**config.mk**
```make
export PLATFORM = sky130hd
export DESIGN_NAME = mem_access_stage
export DESIGN_NICKNAME = d
export VERILOG_FILES = /design/src/rtl/mem_access_stage.sv
export SDC_FILE = /design/constraint.sdc
export NUM_CORES = 1
export LEC_CHECK = 0
export BUFFER_PORTS_ARGS = -buffer_cell sky130_fd_sc_hd__buf_2
export CORE_ASPECT_RATIO = 1.1
export CORE_UTILIZATION = 27
export CTS_CLUSTER_DIAMETER = 50
export DETAILED_ROUTE_END_ITERATION = 12
export PLACE_DENSITY_LB_ADDON = 0.15
export SLEW_MARGIN = 20
export SYNTH_ARGS = -nofsm -noshare
export SYNTH_HDL_FRONTEND = slang
export SYNTH_SLANG_ARGS = --single-unit
```
**constraint.sdc**
```tcl
create_clock -name clk -period 4.8 [get_ports clk]
set_clock_uncertainty 0.15 [all_clocks]
set_input_delay 0 -clock clk [delete_from_list [all_inputs] [get_ports clk]]
set_output_delay 0 -clock clk [all_outputs]
set_load 0.05 [all_outputs]
```
**src/rtl/mem_access_stage.sv**
```systemverilog
// ---------------------------------------------------------------------------
// mem_access_stage
//   Memory-access stage of the power-optimized RISC-V pipeline. Registers the
//   execute result, runs byte/half/word loads and stores over a req/ack data
//   memory port and emits a single-cycle write-back pulse. Non-memory ops
//   pass straight through with one cycle of latency. Misaligned or illegal
//   accesses and memory timeouts are reported as one-cycle error pulses.
//
// Ports
//   clk, reset        rising-edge clock, asynchronous active-low reset
//   enable            stage enable (low blocks new accepts only)
//   ex_*              execute-stage handshake and instruction fields
//   ex_ready          IDLE && enable (combinational)
//   mem_*             data-memory request port (held until ack or abort)
//   wb_*              write-back pulse, register index, data, write enable
//   misalign_err      pulse: misaligned access or illegal funct3
//   bus_err           pulse: memory did not ack within TIMEOUT_CYCLES
// ---------------------------------------------------------------------------
module mem_access_stage #(
  parameter int TIMEOUT_CYCLES = 16
) (
  input  logic        clk,
  input  logic        reset,
  input  logic        enable,
  input  logic        ex_valid,
  output logic        ex_ready,
  input  logic [6:0]  ex_opcode,
  input  logic [2:0]  ex_funct3,
  input  logic [4:0]  ex_rd,
  input  logic [31:0] ex_result,
  input  logic [31:0] ex_store_data,
  output logic        mem_req,
  output logic        mem_we,
  output logic [31:0] mem_addr,
  output logic [31:0] mem_wdata,
  output logic [3:0]  mem_wstrb,
  input  logic        mem_ack,
  input  logic [31:0] mem_rdata,
  output logic        wb_valid,
  output logic        wb_we,
  output logic [4:0]  wb_rd,
  output logic [31:0] wb_data,
  output logic        misalign_err,
  output logic        bus_err
);

  localparam logic [6:0] OPC_LOAD  = 7'b0000011;
  localparam logic [6:0] OPC_STORE = 7'b0100011;
  // Counter value seen on the edge that ends the TIMEOUT_CYCLES-th wait cycle.
  localparam logic [7:0] TMO_LAST  = 8'(TIMEOUT_CYCLES - 1);

  typedef enum logic {IDLE, MEM_WAIT} state_t;

  state_t      state, state_next;
  logic [7:0]  tmo_cnt;
  logic [4:0]  lat_rd;
  logic [2:0]  lat_funct3;
  logic [1:0]  lat_off;

  logic        accept, is_load, is_store, is_mem;
  logic        f3_legal, aligned, mem_go, mem_bad, rd_writer;
  logic        ack_hit, tmo_hit;
  logic [31:0] st_wdata;
  logic [3:0]  st_wstrb;
  logic [7:0]  ld_byte;
  logic [15:0] ld_half;
  logic [31:0] ld_data;

  assign ex_ready = (state == IDLE) && enable;

  always_ff @(posedge clk or negedge reset) begin
    if (!reset) state <= IDLE;
    else        state <= state_next;
  end

  always_comb begin
    state_next = state;
    case (state)
      IDLE:     if (mem_go) state_next = MEM_WAIT;
      MEM_WAIT: if (ack_hit || tmo_hit) state_next = IDLE;
      default:  state_next = IDLE;
    endcase
  end

  // Decode of the incoming instruction and of the current memory handshake.
  always_comb begin
    accept   = ex_valid && ex_ready;
    is_load  = (ex_opcode == OPC_LOAD);
    is_store = (ex_opcode == OPC_STORE);
    is_mem   = is_load || is_store;

    f3_legal = 1'b0;
    if (is_load)       f3_legal = ex_funct3 inside {3'b000, 3'b001, 3'b010, 3'b100, 3'b101};
    else if (is_store) f3_legal = (ex_funct3 <= 3'b010);

    // funct3[1:0] encodes access size for both loads and stores.
    case (ex_funct3[1:0])
      2'b00:   aligned = 1'b1;
      2'b01:   aligned = !ex_result[0];
      2'b10:   aligned = (ex_result[1:0] == 2'b00);
      default: aligned = 1'b0;
    endcase

    mem_go  = accept && is_mem && f3_legal && aligned;
    mem_bad = accept && is_mem && !(f3_legal && aligned);

    case (ex_opcode)
      7'b0110011, 7'b0010011, 7'b0110111,
      7'b0010111, 7'b1101111, 7'b1100111: rd_writer = 1'b1;
      default:                            rd_writer = 1'b0;
    endcase

    ack_hit = (state == MEM_WAIT) && mem_req && mem_ack;
    // Ack on the expiry edge takes priority, hence the !mem_ack term.
    tmo_hit = (state == MEM_WAIT) && !mem_ack && (tmo_cnt == TMO_LAST);
  end

  // Store lanes are replicated so the memory only has to honour the strobes.
  always_comb begin
    case (ex_funct3[1:0])
      2'b00: begin
        st_wstrb = 4'b0001 << ex_result[1:0];
        st_wdata = {4{ex_store_data[7:0]}};
      end
      2'b01: begin
        st_wstrb = 4'b0011 << ex_result[1:0];
        st_wdata = {2{ex_store_data[15:0]}};
      end
      default: begin
        st_wstrb = 4'b1111;
        st_wdata = ex_store_data;
      end
    endcase
  end

  // Load extraction works on the live mem_rdata, which is captured into
  // wb_data on the ack edge.
  always_comb begin
    case (lat_off)
      2'd0:    ld_byte = mem_rdata[7:0];
      2'd1:    ld_byte = mem_rdata[15:8];
      2'd2:    ld_byte = mem_rdata[23:16];
      default: ld_byte = mem_rdata[31:24];
    endcase
    ld_half = lat_off[1] ? mem_rdata[31:16] : mem_rdata[15:0];
    case (lat_funct3)
      3'b000:  ld_data = {{24{ld_byte[7]}}, ld_byte};
      3'b001:  ld_data = {{16{ld_half[15]}}, ld_half};
      3'b100:  ld_data = {24'd0, ld_byte};
      3'b101:  ld_data = {16'd0, ld_half};
      default: ld_data = mem_rdata;
    endcase
  end

  always_ff @(posedge clk or negedge reset) begin
    if (!reset) begin
      tmo_cnt      <= '0;
      lat_rd       <= '0;
      lat_funct3   <= '0;
      lat_off      <= '0;
      mem_req      <= 1'b0;
      mem_we       <= 1'b0;
      mem_addr     <= '0;
      mem_wdata    <= '0;
      mem_wstrb    <= '0;
      wb_valid     <= 1'b0;
      wb_we        <= 1'b0;
      wb_rd        <= '0;
      wb_data      <= '0;
      misalign_err <= 1'b0;
      bus_err      <= 1'b0;
    end else begin
      wb_valid     <= 1'b0;
      misalign_err <= 1'b0;
      bus_err      <= 1'b0;

      if (accept) begin
        lat_rd     <= ex_rd;
        lat_funct3 <= ex_funct3;
        lat_off    <= ex_result[1:0];
        if (!is_mem) begin
          wb_valid <= 1'b1;
          wb_we    <= rd_writer && (ex_rd != 5'd0);
          wb_rd    <= ex_rd;
          wb_data  <= ex_result;
        end else if (mem_bad) begin
          wb_valid     <= 1'b1;
          wb_we        <= 1'b0;
          wb_rd        <= ex_rd;
          wb_data      <= ex_result;
          misalign_err <= 1'b1;
        end else begin
          mem_req   <= 1'b1;
          mem_we    <= is_store;
          mem_addr  <= {ex_result[31:2], 2'b00};
          mem_wdata <= is_store ? st_wdata : 32'd0;
          mem_wstrb <= is_store ? st_wstrb : 4'd0;
          tmo_cnt   <= '0;
        end
      end

      if (ack_hit) begin
        mem_req   <= 1'b0;
        mem_we    <= 1'b0;
        mem_wstrb <= '0;
        wb_valid  <= 1'b1;
        wb_rd     <= lat_rd;
        if (mem_we) begin
          wb_we <= 1'b0;
        end else begin
          wb_we   <= (lat_rd != 5'd0);
          wb_data <= ld_data;
        end
      end else if (tmo_hit) begin
        mem_req   <= 1'b0;
        mem_we    <= 1'b0;
        mem_wstrb <= '0;
        wb_valid  <= 1'b1;
        wb_we     <= 1'b0;
        wb_rd     <= lat_rd;
        bus_err   <= 1'b1;
      end else if (state == MEM_WAIT) begin
        tmo_cnt <= tmo_cnt + 8'd1;
      end
    end
  end

endmodule

```
Word-level counts from Yosys, hierarchy flattened
Index checks and enable logic that the tools add are counted.
- flip-flop bits (word level): 128
- bits of input ports: 116
- output and inout port bits: 112
- logic and storage cells: 135
- add/subtract/negate cells: 1
- $lt $le $gt $ge: 1
- equality and inequality tests: 22
- shift-type cells: 2
- muxes and demuxes: 60
- bitwise operators: 2
- reductions and logical operators: 31
- operators with widths (cell ; count):
    $mux 32 ; 6
    $pmux 32 s4 ; 1
    $pmux 32 s2 ; 1
    $mux 8 ; 6
    $mux 1 ; 30
    $mux 5 ; 5
    $mux 4 ; 6
    $pmux 8 s3 ; 1
    $eq 7x6->1 const B ; 3
    $mux 16 ; 1
    $reduce_bool 5->1 ; 3
    $eq 7x5->1 const B ; 2
    $eq 7x7->1 const B ; 2
    $eq 3x3->1 const B ; 4
    $logic_and 1x1->1 ; 12
    $add 8x1->8 const B ; 1
    $eq 8x4->1 const B ; 1
    $pmux 4 s2 ; 1
    $eq 7x2->1 const B ; 1
    $eq 3x1->1 const B ; 2
    $logic_not 2->1 ; 3
    $logic_not 3->1 ; 2
    $reduce_and 3->1 ; 2
    $reduce_bool 3->1 ; 2
    other kinds (15) ; 21

Longest topological paths before layout
Gate-level depths: netlist (run 1).
- depth after elaboration: 12
- depth in mapped cells: 7
- gate-level depth less buffers: 5

Least setup slack after synthesis (run 1)
No wires, ideal clock.
- kind: register -> register
- start point: register lat_off[1]
- end point: register wb_data[21]
- setup time: 0.144 ns
- arrival: 1.830 ns
- setup slack: 2.675 ns
- cell stages (with the launch flop): 7
- path buffers: 2
- cell sequence: dfrtp_1 > clkbuf_1 > mux2_2 > mux2_2 > a21oi_1 > buf_2 > a32oi_1
- word-level cells in the longest chain between the ends: 5
- elaborated cells on any way between the ends: 8
- those cells by class: 2 x eq/ne; 5 x mux; 1 x reduce/logical
- RTL lines (what ; RTL line ; source):
    from (decl) ; 58 ; logic [1:0] lat_off;
    from (signal assigned) ; 180 ; lat_off <= ex_result[1:0];
    $eq 2x2->1, or another cell as far along ; 139 ; case (lat_off)
    $pmux 8 s3 ; 139 ;
    $pmux 32 s4 (*) ; 146 ; case (lat_funct3)
    $mux 32 (*) ; 208 ; if (mem_we) begin
    $mux 32 (*) ; 202 ; if (ack_hit) begin
    to (signal assigned) ; 185 ; wb_data <= ex_result;
    to (signal assigned) ; 190 ; wb_data <= ex_result;
    to (signal assigned) ; 212 ; wb_data <= ld_data;
    to (decl) ; 42 ; output logic [31:0] wb_data,
Mark *: on every way between the ends. The rest lies on a longest branch, timed or not.
A chain may end at the register's enable or synchronous reset.

Worst setup path in the final report (run 1)
- start point: register state
- end point: register mem_wdata[27]
- word-level cells in the longest chain between the ends: 7
- RTL lines (what ; RTL line ; source):
    from (decl) ; 54 ; state_t state, state_next;
    from (signal assigned) ; 73 ; else state <= state_next;
    $not 1->1 (*) ; - ;
    $logic_and 1x1->1 (*) ; 69 ; assign ex_ready = (state == IDLE) && enable;
    $logic_and 1x1->1 (*) ; 87 ; accept = ex_valid && ex_ready;
    $logic_and 1x1->1 (2 in a row) ; 105 ; mem_bad = accept && is_mem && !(f3_legal && aligned);
    $not 1->1 (no line) ; - ;
    $reduce_and 3->1 (no line) (*) ; - ;
    to (signal assigned) ; 196 ; mem_wdata <= is_store ? st_wdata : 32'd0;
    to (decl) ; 35 ; output logic [31:0] mem_wdata,
Marked as above.

==> flow_metrics.env, run 1 <==
export IMPL_tritoncts_clock_tree="yes"
export IMPL_num_nets_final=1115
export IMPL_fin_crit_sh=0.7179
export IMPL_groute_layer_met2_usage=0.3294
export IMPL_cts_buffers=17
export IMPL_fp_coreArea_sq_um=23000
export IMPL_number_of_enable_flip_flop_cells_after_synthesis=0
export IMPL_post_synth_inst_count=677
export IMPL_yosys_most_used_dff="dfrtp_1"
export IMPL_tritoncts_num_sinks=128
export IMPL_synth_simple_gate_area_share=0.1846
export IMPL_max_clock_path_buffers=2
export IMPL_max_freq_ghz=0.2902
export IMPL_power_static_leakage_nw=4.680
export IMPL_critical_path_n_buffers_inverters=1
export IMPL_multiInputGateArea_sq_um=2943
export IMPL_synth_top_family_by_area="compound AO/OA/AOI/OAI gates"
export IMPL_mappedNetlistArea_sq_um=6386
export IMPL_worst_setup_hold_path_clk_slew_ns=0.06
export IMPL_placementRows=58
export IMPL_die_height_um=163.3
export IMPL_critical_path_peak_fanout=25
export IMPL_top_usage_layer="met2"
export IMPL_drc_violations_left=0
export IMPL_timing_max_slew_rel_slack=0.3541
export IMPL_final_common_cell="buf_2"
export IMPL_grt_overflow_total=0
export IMPL_synthToLayoutAreaGrowth_pct=49.41
export IMPL_netlist_cell_type_count=70
export IMPL_fillerInstances=2275
export IMPL_criticalPathCategory="flip-flop to flip-flop"
export IMPL_placement_io_buffers=225
export IMPL_global_route_wire_length_before_repair_um=36760
export IMPL_detailedPlacementHpwl_um=15450
export IMPL_final_layout_size_suffix_gt1_frac=0.2789
export IMPL_number_of_antenna_violations_at_the_first_check_in_global_routing=1
export IMPL_finalPower_w=0.003171
export IMPL_postSynthRegisterBits=128
export IMPL_grtUsageTotal=0.1956
export IMPL_dp_slack_ns=1.822
export IMPL_postPlaceCellArea_sq_um=7747
export IMPL_async_flop_share=1.000
export IMPL_finalWeightedCongestion=0.7858
export IMPL_critPathLaunchType="flip-flop"
export IMPL_starting_density_of_the_core=0.2776
export IMPL_clk_insertion_delay_late_ns=0.42
export IMPL_grt_pass1_vias=6480
export IMPL_finalSetupTns_ns=0
export IMPL_hold_class="input pin to flip-flop"
export IMPL_layout_common_cells="224 x buf_2, 161 x nand2_1, 128 x dfrtp_1"
export IMPL_crit_required_ns=5.00
export IMPL_muxShareOfSynthArea=0.05408
export IMPL_critical_path_at_ns=3.65
export IMPL_synth_xor_area_frac=0.002743
export IMPL_power_ir_vdd_worst_mv=0.2391
export IMPL_detail_route_wl_per_cell_um=17.99
export IMPL_cts_root_buffer="clkbuf_16"
export IMPL_worstSetupPathDepth=5
export IMPL_worst_setup_path_end_kind="flip-flop"
export IMPL_grt_start_max_net_pins=96
export IMPL_cp_cell_sequence="and3b_2 -> nand3_1 -> or4b_1 -> o31ai_1 -> dlygate4sd3_1"
export IMPL_critical_path_max_stage_delay_ns=0.96
export IMPL_die_area_sq_um=24270
export IMPL_post_synthesis_sequential_area_ratio=0.5016
export IMPL_worstRegToRegCells=5
export IMPL_report_final_slew_viol_count=0
export IMPL_met1_resource_use_gr=0.2524
export IMPL_vias=6469
export IMPL_finalSetupViolCount=0
export IMPL_power_density_nw_per_um2=332.4
export IMPL_min_period_ns=3.446
export IMPL_synth_avg_cell_area_sq_um=9.433
export IMPL_drv_cap=0
export IMPL_setup_ws_ns=1.354
export IMPL_unrepaired_setup_endpoints_after_global_routing="no"
export IMPL_htree_levels=4
export IMPL_synth_compound_area_frac=0.2124
export IMPL_timing_hold_worst_path_depth=5
export IMPL_worstMarginPinSlew_ns=0.9684
export IMPL_ff_latch_area_sq_um=3203
export IMPL_drtIter0Drc=242
export IMPL_top_delay_family_on_crit_path="simple AND/OR/NAND/NOR gates"
export IMPL_ant_nets=0
export IMPL_finalWirelength_um=23610
export IMPL_die_w_um=148.6
export IMPL_status="completed"
export IMPL_drtPass1Iterations=5
export IMPL_io_pins=228
export IMPL_synth_yosys_warnings=0
export IMPL_finalHoldViolCount=0
export IMPL_yosys_area_share_adder=0.001959
export IMPL_drt_vias_per_instance=4.931
export IMPL_final_area_sq_um=9542
export IMPL_routing_usage_on_met3=0.04609
export IMPL_critical_path_slowest_cell="or4b_1"
## cells by family after synthesis
| kind of cell | after synthesis |
|---|---|
| AO/OA/AOI/OAI | 192 |
| XOR/XNOR | 2 |
| adder cells (fa/ha/maj) | 1 |
| buffers and inverters | 62 |
| flip-flops | 128 |
| multiplexers | 33 |
| other | 1 |
| AND/OR/NAND/NOR | 258 |
## final timing paths
kind,endpoint,slack (ns),startpoint
max,mem_wdata[27]$_DFFE_PN0P_,1.35,state$_DFF_PN0_
min,wb_we$_DFFE_PN0P_,0.01,ex_opcode[6]
max reg2reg,mem_wdata[27]$_DFFE_PN0P_,1.35,state$_DFF_PN0_
min reg2reg,mem_addr[19]$_DFFE_PN0P_,0.32,mem_addr[19]$_DFFE_PN0P_
max in group asynchronous,mem_wdata[9]$_DFFE_PN0P_,3.35,reset
min in group asynchronous,mem_addr[8]$_DFFE_PN0P_,0.11,reset
## layer usage
metal  vias to the layer above  wire length [um]
met5                         -                 0
met4                         0               233
met3                        21              1633
met2                       241             11260
met1                      3118             10480
li1                       3089                 -
## sequential cells by signal (all words and copies together), names as in the netlist, 2 cells and up
register    cells
mem_wstrb       4
mem_addr       30
lat_off         2
tmo_cnt         8
wb_rd           5
lat_funct3      3
mem_wdata      32
wb_data        32
lat_rd          5
## through the flow
stage	instances	hold slack, ns	util
after CTS	1311	0.02263	0.4147
after global placement	1156	0.04021	0.3368
after global routing	1311	0.05455	0.4147
after floorplan	678	-0.4456	-
final	1312	0.01420	0.4148
after detailed placement	1156	0.03360	0.3368
## synth_stat cells, types with 7 or more instances
library cell | n | share of area
mux2i_1 | 30 | 0.047
o22ai_1 | 7 | 0.0069
a221oi_1 | 9 | 0.012
clkbuf_1 | 43 | 0.025
a22o_1 | 19 | 0.026
a22oi_1 | 9 | 0.011
o21ai_0 | 55 | 0.043
o31ai_1 | 10 | 0.012
nand3_1 | 24 | 0.019
nand2_1 | 161 | 0.095
a31oi_1 | 16 | 0.016
nor2_1 | 15 | 0.0088
nor2b_1 | 26 | 0.025
a21oi_1 | 17 | 0.013
a32oi_1 | 16 | 0.022
dfrtp_1 | 128 | 0.50
## cell type report
class                      instances  share of cell area
multi-input combinational        488              0.3084
inverter                           5            0.001967
tap                              300             0.03934
sequential                       128              0.3357
antenna                            1           0.0002623
clock buffer                      19             0.04537
timing repair buffer             358              0.2556
clock inverter                    13             0.01338
## power by group
| part | internal (W) | leakage (nW) | total (W) | switching (W) |
|---|---|---|---|---|
| Sequential | 0.00115 | 1.70 | 0.00121 | 0.0000601 |
| Clock | 0.000722 | 0.265 | 0.00126 | 0.000540 |
| Combinational | 0.000247 | 2.71 | 0.000695 | 0.000448 |
## worst min-delay path, cell delays in order
cell and delay (ns):
buf_2 0.12, nand4b_1 0.08, o21ai_0 0.08, a211o_1 0.13
o311a_1 0.14
## timing repair
item                                    CTS  global route
endpoints found under the hold margin   211             0
setup buffers                             0             0
endpoints found under the setup margin    0             0
hold buffers                            123             0
resized for setup                         0             0
No activity file was read; power rests on OpenSTA's default activity.
==> run 2, diff against run 1 <==
clock period = 3.2 ns   (was 4.8 ns; I/O delays follow)
==> flow_metrics.env, run 2 (synthesis results as in run 1) <==
export IMPL_status="completed"
export IMPL_drc_violations_left=0
export IMPL_hold_class="input pin to async pin"
export IMPL_detailedPlacementHpwl_um=16110
export IMPL_final_layout_size_suffix_gt1_frac=0.2864
export IMPL_crit_required_ns=3.35
export IMPL_reg2reg_to="mem_wdata[27]$_DFFE_PN0P_"
export IMPL_fp_coreArea_sq_um=23000
export IMPL_final_area_sq_um=9624
export IMPL_number_of_antenna_violations_at_the_first_check_in_global_routing=1
export IMPL_worst_setup_path_startpoint="ex_funct3[0]"
export IMPL_power_static_leakage_nw=4.756
export IMPL_io_pins=228
export IMPL_worstRegToRegCells=5
export IMPL_finalPower_w=0.005030
export IMPL_cts_buffers=17
export IMPL_fillerInstances=2306
export IMPL_timing_max_slew_rel_slack=0.4335
export IMPL_max_clock_path_buffers=2
export IMPL_synthToLayoutAreaGrowth_pct=50.71
export IMPL_htree_levels=4
export IMPL_drt_vias_per_instance=4.937
export IMPL_critical_path_at_ns=2.97
export IMPL_final_common_cell="buf_2"
export IMPL_tritoncts_clock_tree="yes"
export IMPL_clk_insertion_delay_late_ns=0.41
export IMPL_r2r_setup_slack_ns=0.42
export IMPL_max_freq_ghz=0.3551
export IMPL_criticalPathCategory="input pin to flip-flop"
export IMPL_reg_top3="mem_wdata (32), wb_data (32), mem_addr (30)"
export IMPL_setup_ws_ns=0.3839
export IMPL_worstMarginPinSlew_ns=0.8480
export IMPL_placement_io_buffers=225
export IMPL_power_density_nw_per_um2=522.7
export IMPL_num_nets_final=1114
export IMPL_fin_crit_sh=0.8800
export IMPL_die_height_um=163.3
export IMPL_critical_path_peak_fanout=55
export IMPL_grt_pass1_vias=6710
export IMPL_grtUsageTotal=0.1975
export IMPL_critical_path_max_stage_delay_ns=0.69
export IMPL_cts_root_buffer="clkbuf_16"
export IMPL_worst_r2r_startpoint="state$_DFF_PN0_"
export IMPL_die_w_um=148.6
export IMPL_min_period_ns=2.816
export IMPL_finalSetupTns_ns=0
export IMPL_tritoncts_num_sinks=128
export IMPL_library_cell_appearing_most_often_on_the_critical_path="dlygate4sd3_1"
export IMPL_post_cts_setup_buffers=0
export IMPL_dp_slack_ns=0.6117
export IMPL_vias=6467
export IMPL_placementRows=58
export IMPL_drv_cap=0
export IMPL_drtIter0Drc=266
export IMPL_setup_worst_path_end="mem_wdata[27]$_DFFE_PN0P_"
export IMPL_worst_setup_hold_path_clk_slew_ns=0.06
export IMPL_detail_route_wl_per_cell_um=17.97
export IMPL_grt_overflow_total=0
export IMPL_report_final_slew_viol_count=0
export IMPL_fin_hold_ws_ns=0.02376
export IMPL_global_route_wire_length_before_repair_um=36900
export IMPL_finalWeightedCongestion=0.8013
export IMPL_finalHoldViolCount=0
export IMPL_postPlaceCellArea_sq_um=7818
export IMPL_critical_path_slowest_cell="nor4_1"
export IMPL_finalWirelength_um=23550
export IMPL_grt_start_max_net_pins=70
export IMPL_starting_density_of_the_core=0.2776
export IMPL_drtPass1Iterations=4
export IMPL_critPathLaunchType="input pin"
export IMPL_die_area_sq_um=24270
export IMPL_unrepaired_setup_endpoints_after_global_routing="no"
export IMPL_ant_nets=0
export IMPL_cp_cell_sequence="dlygate4sd3_1 -> buf_2 -> nor4_1 -> o2111ai_4 -> buf_12 -> nand2_1 -> o31ai_1 -> dlygate4sd3_1"
export IMPL_power_ir_vdd_worst_mv=0.3328
export IMPL_finalSetupViolCount=0
export IMPL_worst_setup_path_end_kind="flip-flop"
export IMPL_layout_common_cells="224 x buf_2, 161 x nand2_1, 128 x dfrtp_1"
## run 2: power by group
group,switching (W),internal (W)
Combinational,0.000664,0.000374
Clock,0.000779,0.00138
Sequential,0.0000983,0.00173
## run 2: worst max-delay path, delay by kind of cell
| family | cells | cell delay (ns) |
|---|---|---|
| buffers and inverters | 4 | 1.70 |
| AO/OA/AOI/OAI | 2 | 0.44 |
| AND/OR/NAND/NOR | 2 | 0.79 |
## run 2: worst min-delay path by stage
stage	end	startpoint	cells after the start	slack [ns]
after floorplan	bus_err$_DFF_PN0_	reset	0	-0.45
after global placement	mem_addr[10]$_DFFE_PN0P_	reset	1	-0.08
after detailed placement	mem_addr[10]$_DFFE_PN0P_	reset	1	-0.08
after CTS	wb_we$_DFFE_PN0P_	ex_opcode[6]	5	0.01
after global routing	misalign_err$_DFF_PN0_	ex_opcode[5]	3	0.03
final	mem_addr[8]$_DFFE_PN0P_	reset	2	0.02
## run 2: layout make-up
type                    count  area (sq um)  area share
diodes                      1         2.502   0.0002600
clock buffers              18         429.2     0.04459
clock inverters            13         210.2     0.02184
inverters                   5         18.77    0.001950
multi-input cells         488          2947      0.3062
flip-flops and latches    128          3203      0.3328
well taps                 300         375.4     0.03900
repair buffers            357          2439      0.2534
## run 2: metal layers
layer	part of all wire	wire [um]	global-route usage	vias up
li1	-	-	-	3086
met1	0.44	10290	0.2528	3115
met2	0.48	11280	0.3314	247
met3	0.071	1662	0.04832	19
met4	0.013	307	0.04920	0
met5	0	0	0	-
## run 2: metrics by stage
| stage | utilization | cells |
|---|---|---|
| after floorplan | - | 678 |
| after global placement | 0.3398 | 1162 |
| after detailed placement | 0.3398 | 1162 |
| after CTS | 0.4181 | 1309 |
| after global routing | 0.4184 | 1310 |
| final | 0.4184 | 1310 |
## run 2: repair_timing
item	4_1_cts	5_1_grt
hold buffers	116	0
setup endpoints to repair	0	2
gates resized for setup	0	1
endpoints found under the hold margin	184	0
==> run 3, diff against run 2 <==
GPL_TIMING_DRIVEN = 0   (was default)
==> flow_metrics.env, run 3 (synthesis results as in run 1) <==
export IMPL_status="completed"
export IMPL_io_pins=228
export IMPL_starting_density_of_the_core=0.2776
export IMPL_grt_start_max_net_pins=78
export IMPL_tritoncts_num_sinks=128
export IMPL_power_clock_fraction=0.405
export IMPL_fin_hold_ws_ns=0.02046
export IMPL_worst_setup_hold_path_clk_slew_ns=0.06
export IMPL_fin_crit_sh=0.9469
export IMPL_placement_io_buffers=224
export IMPL_worst_setup_path_end_kind="flip-flop"
export IMPL_vias=6657
export IMPL_timing_max_slew_rel_slack=0.3916
export IMPL_reg_top3="mem_wdata (32), wb_data (32), mem_addr (30)"
export IMPL_number_of_antenna_violations_at_the_first_check_in_global_routing=1
export IMPL_critPathLaunchType="input pin"
export IMPL_grt_overflow_total=0
export IMPL_finalSetupViolCount=0
export IMPL_setup_ws_ns=0.1700
export IMPL_report_final_slew_viol_count=0
export IMPL_power_ir_vdd_worst_mv=0.3396
export IMPL_global_route_wire_length_before_repair_um=38160
export IMPL_drt_vias_per_instance=4.920
export IMPL_grtUsageTotal=0.2070
export IMPL_critical_path_peak_fanout=10
export IMPL_cts_root_buffer="clkbuf_16"
export IMPL_htree_levels=4
export IMPL_cts_buffers=17
export IMPL_detail_route_wl_per_cell_um=18.35
export IMPL_tritoncts_clock_tree="yes"
export IMPL_worstRegToRegCells=5
export IMPL_final_common_cell="buf_2"
export IMPL_grt_pass1_vias=6809
export IMPL_drv_cap=0
export IMPL_power_report_internal_total_w=0.003279
export IMPL_finalWeightedCongestion=0.8568
export IMPL_min_period_ns=3.030
export IMPL_power_static_leakage_nw=4.767
export IMPL_criticalPathCategory="input pin to flip-flop"
export IMPL_unrepaired_setup_endpoints_after_global_routing="no"
export IMPL_power_density_nw_per_um2=500.3
export IMPL_num_nets_final=1157
export IMPL_diodes_inserted=0
export IMPL_worstMarginPinSlew_ns=0.9126
export IMPL_finalWirelength_um=24830
export IMPL_power_combinational_fraction=0.224
export IMPL_drtIter0Drc=300
export IMPL_die_w_um=148.6
export IMPL_die_height_um=163.3
export IMPL_finalHoldViolCount=0
export IMPL_fp_coreArea_sq_um=23000
export IMPL_max_freq_ghz=0.3300
export IMPL_drtPass1Iterations=4
export IMPL_layout_common_cells="227 x buf_2, 161 x nand2_1, 128 x dfrtp_1"
export IMPL_crit_required_ns=3.41
export IMPL_drc_violations_left=0
export IMPL_timing_hold_worst_path_depth=5
export IMPL_power_switching_w=0.001583
export IMPL_detailedPlacementHpwl_um=17640
export IMPL_placementRows=58
export IMPL_dp_slack_ns=0.4943
export IMPL_final_layout_size_suffix_gt1_frac=0.2678
export IMPL_clk_insertion_delay_late_ns=0.42
export IMPL_max_clock_path_buffers=2
export IMPL_critical_path_at_ns=3.24
export IMPL_die_area_sq_um=24270
export IMPL_hold_class="input pin to flip-flop"
export IMPL_seq_power_share=0.371
export IMPL_netSwitchingFraction=0.3257
export IMPL_ant_nets=0
export IMPL_synthToLayoutAreaGrowth_pct=52.17
## run 3: cell count changes in the layout (fill, tap and decap cells not counted), sizes merged, moves of 2 or more
| cell | delta |
|---|---|
| clkbuf | +43 |
| inv | +4 |
| bufinv | -3 |
| buf | -2 |
| dlygate4sd3 | +2 |
## run 3: power groups by stage
stage | Sequential, W | Clock [W] | Combinational [W]
floorplan | 0.00212 | 0 | 0.000332
global placement | 0.00183 | 0 | 0.000965
detailed placement | 0.00183 | 0 | 0.000974
CTS | 0.00180 | 0.00201 | 0.00109
global route | 0.00182 | 0.00208 | 0.00117
finish | 0.00180 | 0.00197 | 0.00109
## run 3: timing repair
action / CTS / global route
buffers inserted: 0 / 0
gates resized for setup: 0 / 2
setup endpoints to repair: 0 / 2
endpoints found under the hold margin: 242 / 0
hold buffers: 119 / 0
## run 3: routing by layer
layer  track usage  vias to the layer above  share of wire
met1        0.2636                     3210           0.45
li1              -                     3175              -
met3       0.05363                       22          0.068
met4       0.05108                        0          0.015
met5             0                        -              0
met2        0.3471                      250           0.47
## run 3: final timing paths
check / start / endpoint / slack [ns]
max in group asynchronous: reset / mem_wdata[26]$_DFFE_PN0P_ / 1.95
setup / recovery: ex_opcode[3] / mem_wdata[24]$_DFFE_PN0P_ / 0.17
min in group asynchronous: reset / mem_addr[10]$_DFFE_PN0P_ / 0.52
hold reg to reg: mem_addr[3]$_DFFE_PN0P_ / mem_addr[3]$_DFFE_PN0P_ / 0.32
hold / removal: ex_result[0] / mem_req$_DFFE_PN0P_ / 0.02
setup reg to reg: state$_DFF_PN0_ / mem_addr[3]$_DFFE_PN0P_ / 0.34
## run 3: area by class of cell
cell class,count,area (sq um)
Buffer,56,249.0
Clock buffer,18,429.2
Clock inverter,14,153.9
Fill cell,2310,13290
Inverter,5,18.77
Multi-Input combinational cell,488,2922
Sequential cell,128,3203
Tap cell,300,375.4
Timing Repair Buffer,344,2367
## run 3: critical path: stages
cell	delay, ns
dlygate4sd3_1	0.55
buf_2	0.13
nor2_1	0.17
dlygate4sd3_1	0.58
nand3_1	0.12
or4b_4	0.62
clkbuf_4	0.24
o31ai_1	0.25
dlygate4sd3_1	0.57
## run 3: through the flow
step                total power, W  instances    util  setup TNS [ns]  cell area (sq um)
floorplan                 0.002451        678       -               0               6390
CTS                       0.004910       1354  0.4223               0               9716
global route              0.005072       1353  0.4224               0               9718
global placement          0.002798       1202  0.3428         -0.1921               7886
detailed placement        0.002807       1203  0.3444               0               7924
finish                    0.004862       1353  0.4224               0               9718
